==> src/rtl/flag_event_collector.sv <==
// Rising-edge collector for three status flags: saturating per-flag counters plus an event FIFO.
// Define FLAG_EVENT_COLLECTOR_TIMESTAMP_EN to keep an 8-bit timestamp per event; otherwise evt_ts is 0.
module flag_event_collector #(
    parameter int DEPTH = 4,
    parameter int CNT_W = 8
) (
    input  logic             clk,
    input  logic             rst,
    input  logic [2:0]       q,
    input  logic             clr,
    output logic             evt_valid,
    input  logic             evt_ready,
    output logic [1:0]       evt_id,
    output logic [7:0]       evt_ts,
    output logic [CNT_W-1:0] cnt_a,
    output logic [CNT_W-1:0] cnt_b,
    output logic [CNT_W-1:0] cnt_c,
    output logic             ovf
);
    localparam int AW = (DEPTH > 1) ? $clog2(DEPTH) : 1;
    localparam int OW = AW + 1;

    logic [2:0]       prev_q_reg;
    logic [2:0]       pending_reg;
    logic [2:0]       pending_next;
    logic [2:0]       rise;
    logic [2:0]       push_sel;
    logic [2:0]       lose;
    logic [1:0]       push_id;
    logic             push;
    logic             pop;
    logic             full;
    logic             empty;
    logic             can_push;
    logic [AW-1:0]    wr_ptr_reg;
    logic [AW-1:0]    rd_ptr_reg;
    logic [OW-1:0]    occ_reg;
    logic             ovf_reg;
    logic [1:0]       id_mem [DEPTH];
    logic [CNT_W-1:0] cnt_reg [3];

    assign rise     = q & ~prev_q_reg;
    assign empty    = (occ_reg == '0);
    assign full     = (occ_reg == OW'(DEPTH));
    assign pop      = ~empty & evt_ready;
    // A pop in the same cycle frees the slot the push needs, even when full.
    assign can_push = ~full | pop;

    always_comb begin
        push_sel = 3'b000;
        push_id  = 2'd0;
        if (can_push) begin
            if (pending_reg[2]) begin
                push_sel = 3'b100;
                push_id  = 2'd2;
            end else if (pending_reg[1]) begin
                push_sel = 3'b010;
                push_id  = 2'd1;
            end else if (pending_reg[0]) begin
                push_sel = 3'b001;
                push_id  = 2'd0;
            end
        end
    end

    assign push = |push_sel;

    genvar gi;
    generate
        for (gi = 0; gi < 3; gi++) begin : g_flag
            // A fresh edge re-arms a bit that is being pushed; it is lost only if the bit stays set.
            assign pending_next[gi] = rise[gi] | (pending_reg[gi] & ~push_sel[gi]);
            assign lose[gi]         = rise[gi] & pending_reg[gi] & ~push_sel[gi];

            always_ff @(posedge clk) begin
                if (rst || clr) begin
                    cnt_reg[gi] <= '0;
                end else if (rise[gi] && (cnt_reg[gi] != {CNT_W{1'b1}})) begin
                    cnt_reg[gi] <= cnt_reg[gi] + 1'b1;
                end
            end
        end
    endgenerate

    always_ff @(posedge clk) begin
        if (rst) begin
            prev_q_reg  <= 3'b000;
            pending_reg <= 3'b000;
            wr_ptr_reg  <= '0;
            rd_ptr_reg  <= '0;
            occ_reg     <= '0;
            ovf_reg     <= 1'b0;
        end else begin
            prev_q_reg  <= q;
            pending_reg <= pending_next;
            if (push) begin
                wr_ptr_reg <= wr_ptr_reg + 1'b1;
            end
            if (pop) begin
                rd_ptr_reg <= rd_ptr_reg + 1'b1;
            end
            case ({push, pop})
                2'b10:   occ_reg <= occ_reg + 1'b1;
                2'b01:   occ_reg <= occ_reg - 1'b1;
                default: occ_reg <= occ_reg;
            endcase
            if (clr) begin
                ovf_reg <= 1'b0;
            end else if (|lose) begin
                ovf_reg <= 1'b1;
            end
        end
    end

    always_ff @(posedge clk) begin
        if (push) begin
            id_mem[wr_ptr_reg] <= push_id;
        end
    end

    // Head is gated so stale storage never shows after reset or while empty.
    assign evt_valid = ~empty;
    assign evt_id    = empty ? 2'd0 : id_mem[rd_ptr_reg];

`ifdef FLAG_EVENT_COLLECTOR_TIMESTAMP_EN
    logic [7:0] ts_reg;
    logic [7:0] ts_mem [DEPTH];

    always_ff @(posedge clk) begin
        if (rst) begin
            ts_reg <= 8'd0;
        end else begin
            ts_reg <= ts_reg + 8'd1;
        end
    end

    always_ff @(posedge clk) begin
        if (push) begin
            ts_mem[wr_ptr_reg] <= ts_reg;
        end
    end

    assign evt_ts = empty ? 8'd0 : ts_mem[rd_ptr_reg];
`else
    assign evt_ts = 8'd0;
`endif

    assign cnt_a = cnt_reg[2];
    assign cnt_b = cnt_reg[1];
    assign cnt_c = cnt_reg[0];
    assign ovf   = ovf_reg;
endmodule
==> config.mk <==
export PLATFORM = sky130hd
export DESIGN_NAME = flag_event_collector
export DESIGN_NICKNAME = d
export VERILOG_FILES = /design/src/rtl/flag_event_collector.sv
export SDC_FILE = /design/constraint.sdc
export NUM_CORES = 1
export LEC_CHECK = 0
export ABC_AREA = 1
export BUFFER_PORTS_ARGS = -buffer_cell sky130_fd_sc_hd__buf_2
export CELL_PAD_IN_SITES_DETAIL_PLACEMENT = 1
export CELL_PAD_IN_SITES_GLOBAL_PLACEMENT = 1
export CORE_MARGIN = 2
export CORE_UTILIZATION = 42
export DETAILED_ROUTE_END_ITERATION = 8
export PLACE_DENSITY_LB_ADDON = 0.1
export SLEW_MARGIN = 20
export SYNTH_ARGS = -nofsm -noshare
export SYNTH_HDL_FRONTEND = slang
export SYNTH_SLANG_ARGS = --single-unit
==> constraint.sdc <==
create_clock -name clk -period 2.17 [get_ports clk]
set_input_delay 0.1085 -clock clk [delete_from_list [all_inputs] [get_ports clk]]
set_output_delay 0.1085 -clock clk [all_outputs]
set_load 0.02 [all_outputs]
==> results of run 1 <==
## layout make-up
class	instances	area, µm²
Fill cell	679	2820
Multi-Input combinational cell	172	966
Timing Repair Buffer	34	170
Tap cell	72	90.1
Clock inverter	2	11.3
Inverter	47	176
Clock buffer	6	93.8
Sequential cell	48	1280
## through the flow
stage          setup WS [ns]  instances  power [µW]  hold WS [ns]  area, µm²
2_1_floorplan          0.300        276        1560         0.215       2490
4_1_cts                0.252        381        2330        0.0169       2790
3_5_place_dp           0.265        373        1710         0.343       2680
3_3_place_gp           0.348        373        1690         0.326       2680
6_report               0.252        381        2290        0.0240       2790
5_1_grt               0.0178        381        2440        0.0284       2790
## cells in the mapped netlist, types with 2 or more instances
master,instances,share of area [%]
nand3_4,2,1.4
nor2_2,6,1.5
xnor2_1,2,0.71
nor3_1,7,1.4
nand3_2,4,1.6
dfxtp_1,16,13
a21oi_1,14,2.8
nand2_1,29,4.4
edfxtp_1,32,39
nand4_1,2,0.51
buf_4,8,2.4
xor2_1,8,2.8
nand3_1,10,2.0
ha_1,8,4.1
inv_1,47,7.1
nand2_2,2,0.51
o21ai_0,9,1.8
nor2_1,51,7.8
## final timing paths
path / end
worst max-delay path: occ_reg[2]
worst min-delay path: prev_q_reg[1]
worst max register to register: occ_reg[2]
worst min register to register: rd_ptr_reg[1]
## cell families (layout without fill, tap and decap cells)
group | Yosys count | in the layout | share of synthesized area (%)
simple gates | 119 | 119 | 23.9
buf+inv | 56 | 89 | 10.0
flops | 48 | 48 | 51.9
compound gates | 26 | 26 | 5.63
xor+xnor | 10 | 10 | 3.55
fa+ha+maj | 9 | 9 | 4.87
other cells | 1 | 8 | 0.152
## critical path, stage by stage, from the launching register on
cell     delay, ns
dfxtp_1       0.34
inv_1         0.08
nor2_2        0.09
nand2_2       0.09
nand2_4       0.12
ha_1          0.15
inv_1         0.06
fa_1          0.39
a21oi_1       0.15
o21ai_0       0.12
o21ai_0       0.16
a21oi_1       0.05
## cell usage in the layout, fill, tap and decap left out, types with 4 or more instances in the layout
master / count
nand3_1: 10
clkbuf_8: 5
inv_1: 47
edfxtp_1: 32
nand2_1: 29
nor2_2: 6
buf_2: 34
dfxtp_1: 16
xor2_1: 8
nand3_2: 4
ha_1: 8
nor2_1: 51
o21ai_0: 9
a21oi_1: 14
nor3_1: 7
conb_1: 8
## where the power goes
| group | total [µW] | internal [µW] | switching [µW] | leakage, µW |
|---|---|---|---|---|
| Clock | 611 | 296 | 314 | 0.0000566 |
| Combinational | 542 | 169 | 373 | 0.000713 |
| Sequential | 1140 | 1070 | 66.9 | 0.000484 |
## routing by layer
metal	GRT usage, %	vias to the layer above
li1	-	921
met1	20.0	837
met2	26.7	31
met3	3.82	5
met4	6.44	0
met5	0	-
==> metrics, run 1 <==
Syn Inst Count 269; maximum fanout along the worst path 9; period utilisation layout 88.4%; share of cells above drive strength 1 19.7%; io pins 43; Clock Sinks 48; Final Net Count 324; die area 6510 µm²; chip width 80.7 µm; IO buf count 34; Ant. Diodes 0; # setup viols final 0; min Tclk post-route 1.92 ns; hold path cells 3; P_leak 0.00125 µW; Final Slew Violations 0; WP data arrival 2.12 ns; Pwr Density 822 nW/µm²; worst skew pair latency 0.30 ns; worst clock skew 0.00305 ns; post-CTS resize count 0; Root Buffer clkbuf_8; CP startpoint occ_reg[2]; DP HPWL 3550 µm; post-synth cell types 30; max FFs per register 24; Worst Hold Class input port to register; FMAX 0.521 GHz; hold_sp q[1]; RR Startpoint occ_reg[2]; ANT nets after route 0; Initial Utilization 44.0%; ys flop type edfxtp_1; Synth Warn # 0; syn avg cell area 9.18 µm²; violation count after the first detailed-routing iteration 49; Vias 1794; GRT Total Usage 16.1%; clock tree buffer depth 2; GRT Residual Overflow 0; Area Growth Syn to Fin 13.0%; VDD IR-drop max 0.453 mV; met2 wire len 2260 µm; met3 WL 205 µm; largest net degree at the start of global routing 16; Worst Path Required 2.37 ns; vias per cell 4.71; CTS Buf Count 5; Worst setup SP type register; Post-synth ARST share 0%; post-CTS setup buffer count 0; # rows 27; TritonRoute pass-1 iters 4; DR WL/cell 12.3 µm; final WL 4690 µm; status finished clean; global-route wire length before repair 8020 µm; reg2reg setup slack 0.25 ns; MaxCap Viol Count 0; Mapped Area 2470 µm²; fin util 49.7%; Final Hold Fails 0; RSZ-0062 raised after global routing false; DRT met1 WL 2150 µm; DRC violations left 0; worst setup path class register to register; Clock transition at path regs 0.09 ns; reg2reg path depth 11; Critical Path Sink Type register; vias in the first global route 1804; # hold bufs at CTS 0; sequential cell area fraction in the yosys report 51.9%; gpl congestion 0.836; die height 80.7 µm; post-synthesis register bit count 48; H-tree depth 2; TritonCTS clock tree built; total negative slack 0 ns; antenna violations before repair 0; max layer used met4; Placeable Area 5610 µm²; number of flops mapped to enable cells by yosys 32
Note: power is estimated with default switching activity, not from simulation.
==> run 2: changes to the inputs <==
--- a/config.mk
+++ b/config.mk
@@ -5,13 +5,14 @@
 export SDC_FILE = /design/constraint.sdc
 export NUM_CORES = 1
 export LEC_CHECK = 0
-export ABC_AREA = 1
+export ABC_AREA = 0
 export BUFFER_PORTS_ARGS = -buffer_cell sky130_fd_sc_hd__buf_2
 export CELL_PAD_IN_SITES_DETAIL_PLACEMENT = 1
 export CELL_PAD_IN_SITES_GLOBAL_PLACEMENT = 1
 export CORE_MARGIN = 2
-export CORE_UTILIZATION = 42
+export CORE_UTILIZATION = 43
 export DETAILED_ROUTE_END_ITERATION = 8
+export MAX_ROUTING_LAYER = met4
 export PLACE_DENSITY_LB_ADDON = 0.1
 export SLEW_MARGIN = 20
 export SYNTH_ARGS = -nofsm -noshare
==> metrics, run 2 <==
vias per cell 5.07 (+7.7%); critical path's slowest cell or3_4; syn avg cell area 10.8 µm² (+18%); worst stage delay on the critical path 0.38 ns (about the same); Root Buffer clkbuf_8; Clock Sinks 48 (unchanged); global-route wire length before repair 7870 µm (-1.8%); VDD IR-drop max 0.339 mV (-25%); post-synthesis register bit count 48 (unchanged); Synth Warn # 0 (unchanged); Area Growth Syn to Fin 17.4%; Tot Pwr 2230 µW (-2.7%); Pwr Density 804 nW/µm² (-2.2%); ANT nets after route 0 (unchanged); IO buf count 34 (unchanged); Final Slew Violations 0 (unchanged); Placeable Area 5410 µm² (-3.6%); Worst Hold Class input port to register; status finished clean; Final Hold Fails 0 (unchanged); largest net degree at the start of global routing 17 (+1); Final Net Count 281 (-13%); CP startpoint occ_reg[1]; P_leak 0.00109 µW (-13%); Worst setup SP type register; violation count after the first detailed-routing iteration 61 (+24%); Ant. Diodes 0 (unchanged); maximum fanout along the worst path 2 (-7); die height 78.2 µm (-3.1%); Post-synth ARST share 0% (unchanged); Syn Inst Count 218 (-19%); setup ws final 0.114 ns (-0.138 ns); commonest non-fill, non-tap cells in the layout buf_2, edfxtp_1, nor2_1; TritonCTS clock tree built; clock power share 23.0% (-3.6 points); final WL 4560 µm (-2.7%); FMAX 0.486 GHz (-6.7%); Clock transition at path regs 0.09 ns (about the same); Mapped Area 2360 µm² (-4.2%); leading area contributor after synthesis edfxtp_1; antenna violations before repair 0 (unchanged); worst skew pair latency 0.30 ns (about the same); H-tree depth 2 (unchanged); Psw 688 µW (-8.7%); post-CTS setup buffer count 0 (unchanged); hold_sp q[2]; vias in the first global route 1712 (-5.1%); chip width 78.2 µm (-3.1%); # rows 27 (unchanged); GRT Total Usage 16.5% (+0.46 points); # setup viols final 0 (unchanged); commonest non-fill, non-tap cell in the layout buf_2; Sw Share 30.8% (-2.0 points); Seq pwr share 52.1% (+2.4 points); DRC violations left 0 (unchanged); Vias 1714 (-4.5%); Area contributors post-synth edfxtp_1, dfxtp_1, ha_1, nor2_1, xor2_1; top cells by count, synth edfxtp_1, nor2_1, a21oi_1, dfxtp_1; Initial Utilization 43.8% (-0.27 points); CTS Buf Count 5 (unchanged); DR WL/cell 13.5 µm (+9.6%); post-synth cell types 34 (+13%); WP data arrival 2.29 ns (+0.17 ns); clock tree buffer depth 2 (unchanged); max FFs per register 24 (unchanged); gpl congestion 0.714 (-15%); Critical Path Sink Type register; most frequent cell after synthesis edfxtp_1; worst setup path class register to register; RR Startpoint occ_reg[1]; GRT Residual Overflow 0 (unchanged); number of flops mapped to enable cells by yosys 32 (unchanged); critical-path cell list nor4b_4 -> nor2_1 -> inv_1 -> ha_4 -> inv_2 -> fa_2 -> xor2_2 -> or3_4 -> a21oi_2; die area 6110 µm² (-6.1%); sequential cell area fraction in the yosys report 54.2% (+2.3 points); worst clock skew 0.00785 ns (+0.00480 ns); Comb pwr share 24.9% (+1.3 points); MaxCap Viol Count 0 (unchanged); TritonRoute pass-1 iters 4 (unchanged); ys flop type edfxtp_1; Worst Path Required 2.40 ns (+0.03 ns); dpl ws 0.110 ns (-0.156 ns); period utilisation layout 94.8% (+6.4 points); post-synth top area share 40.6% (+1.7 points); share of cells above drive strength 1 24.1% (+4.3 points); DP HPWL 3420 µm (-3.7%); P_int 1540 µW (+0.26%); min Tclk post-route 2.06 ns (+0.138 ns); io pins 43 (unchanged)
-- run 2: cell count changes in the layout (fill, tap and decap cells not counted), moves of 3 or more --
cell and change:
o31ai_1 +3, buf_4 +9, inv_1 -35, nor2b_1 +8, nor2_2 -6, nand3_2 -4
nand2_1 -17, and3_1 +4, nor3_1 -5, or3_1 +8, nor2_1 -27, o21ai_0 +4
-- run 2: cell families after synthesis --
family	after synthesis	synth area share, %
adders and majority gates	9	5.08
buffers and inverters	24	5.40
other	1	0.159
DFF	48	54.2
xor gates and xnor gates	13	4.81
muxes	2	1.90
AOI/OAI and AO/OA	42	11.1
and+or+nand+nor	79	17.4
-- run 2: timing repair --
action | 4_1_cts | 5_1_grt
hold endpoints to repair | 1 | 0
hold buffers | 1 | 0
endpoints found under the setup margin | 0 | 1
resized for setup | 0 | 11
-- run 2: power groups by stage --
stage	logic [µW]	clock network (µW)	registers, µW
after global placement	505	0	1180
after CTS	519	533	1160
after detailed placement	514	0	1180
final	556	513	1160
after floorplan	364	0	1190
after global routing	626	560	1180
-- run 2: stage by stage --
stage | std cells | cell area [µm²] | setup TNS, ns | utilization (%) | hold slack [ns]
after CTS | 338 | 2730 | 0 | 50.5 | 0.0292
final | 338 | 2780 | 0 | 51.3 | 0.0396
after global placement | 329 | 2640 | 0 | 48.8 | 0.316
after global routing | 338 | 2780 | -0.00432 | 51.3 | 0.0557
after floorplan | 225 | 2390 | 0 | - | 0.178
after detailed placement | 329 | 2640 | 0 | 48.8 | 0.311
-- run 2: area by class of cell --
class                      instances  area (µm²)
inverter                          13        48.8
timing repair buffer              44         248
clock buffer                       7        76.3
fill                             617        2630
multi-input combinational        153        1020
tap                               72        90.1
sequential                        48        1280
clock inverter                     1        5.00
-- run 2: worst paths after layout --
kind	cells after the start	to	slack, ns
setup / recovery	9	occ_reg[2]	0.11
setup reg to reg	9	occ_reg[2]	0.11
hold / removal	2	prev_q_reg[2]	0.04
hold reg to reg	2	pending_reg[0]	0.52
-- run 2: routing by layer --
metal | vias to the layer above | wire length, µm | GRT usage, %
met2 | 29 | 2230 | 27.8
met1 | 814 | 2120 | 20.5
met4 | 0 | 59 | 5.79
met3 | 7 | 142 | 2.41
li1 | 864 | - | -
met5 | - | 0 | -
-- run 2: worst max-delay path, delay by kind of cell (launching register included) --
family,cells,cell delay [ns]
flops,1,0.34
fa+ha+maj,2,0.49
simple gates,3,0.74
xor+xnor,1,0.16
buf+inv,2,0.13
compound gates,1,0.12
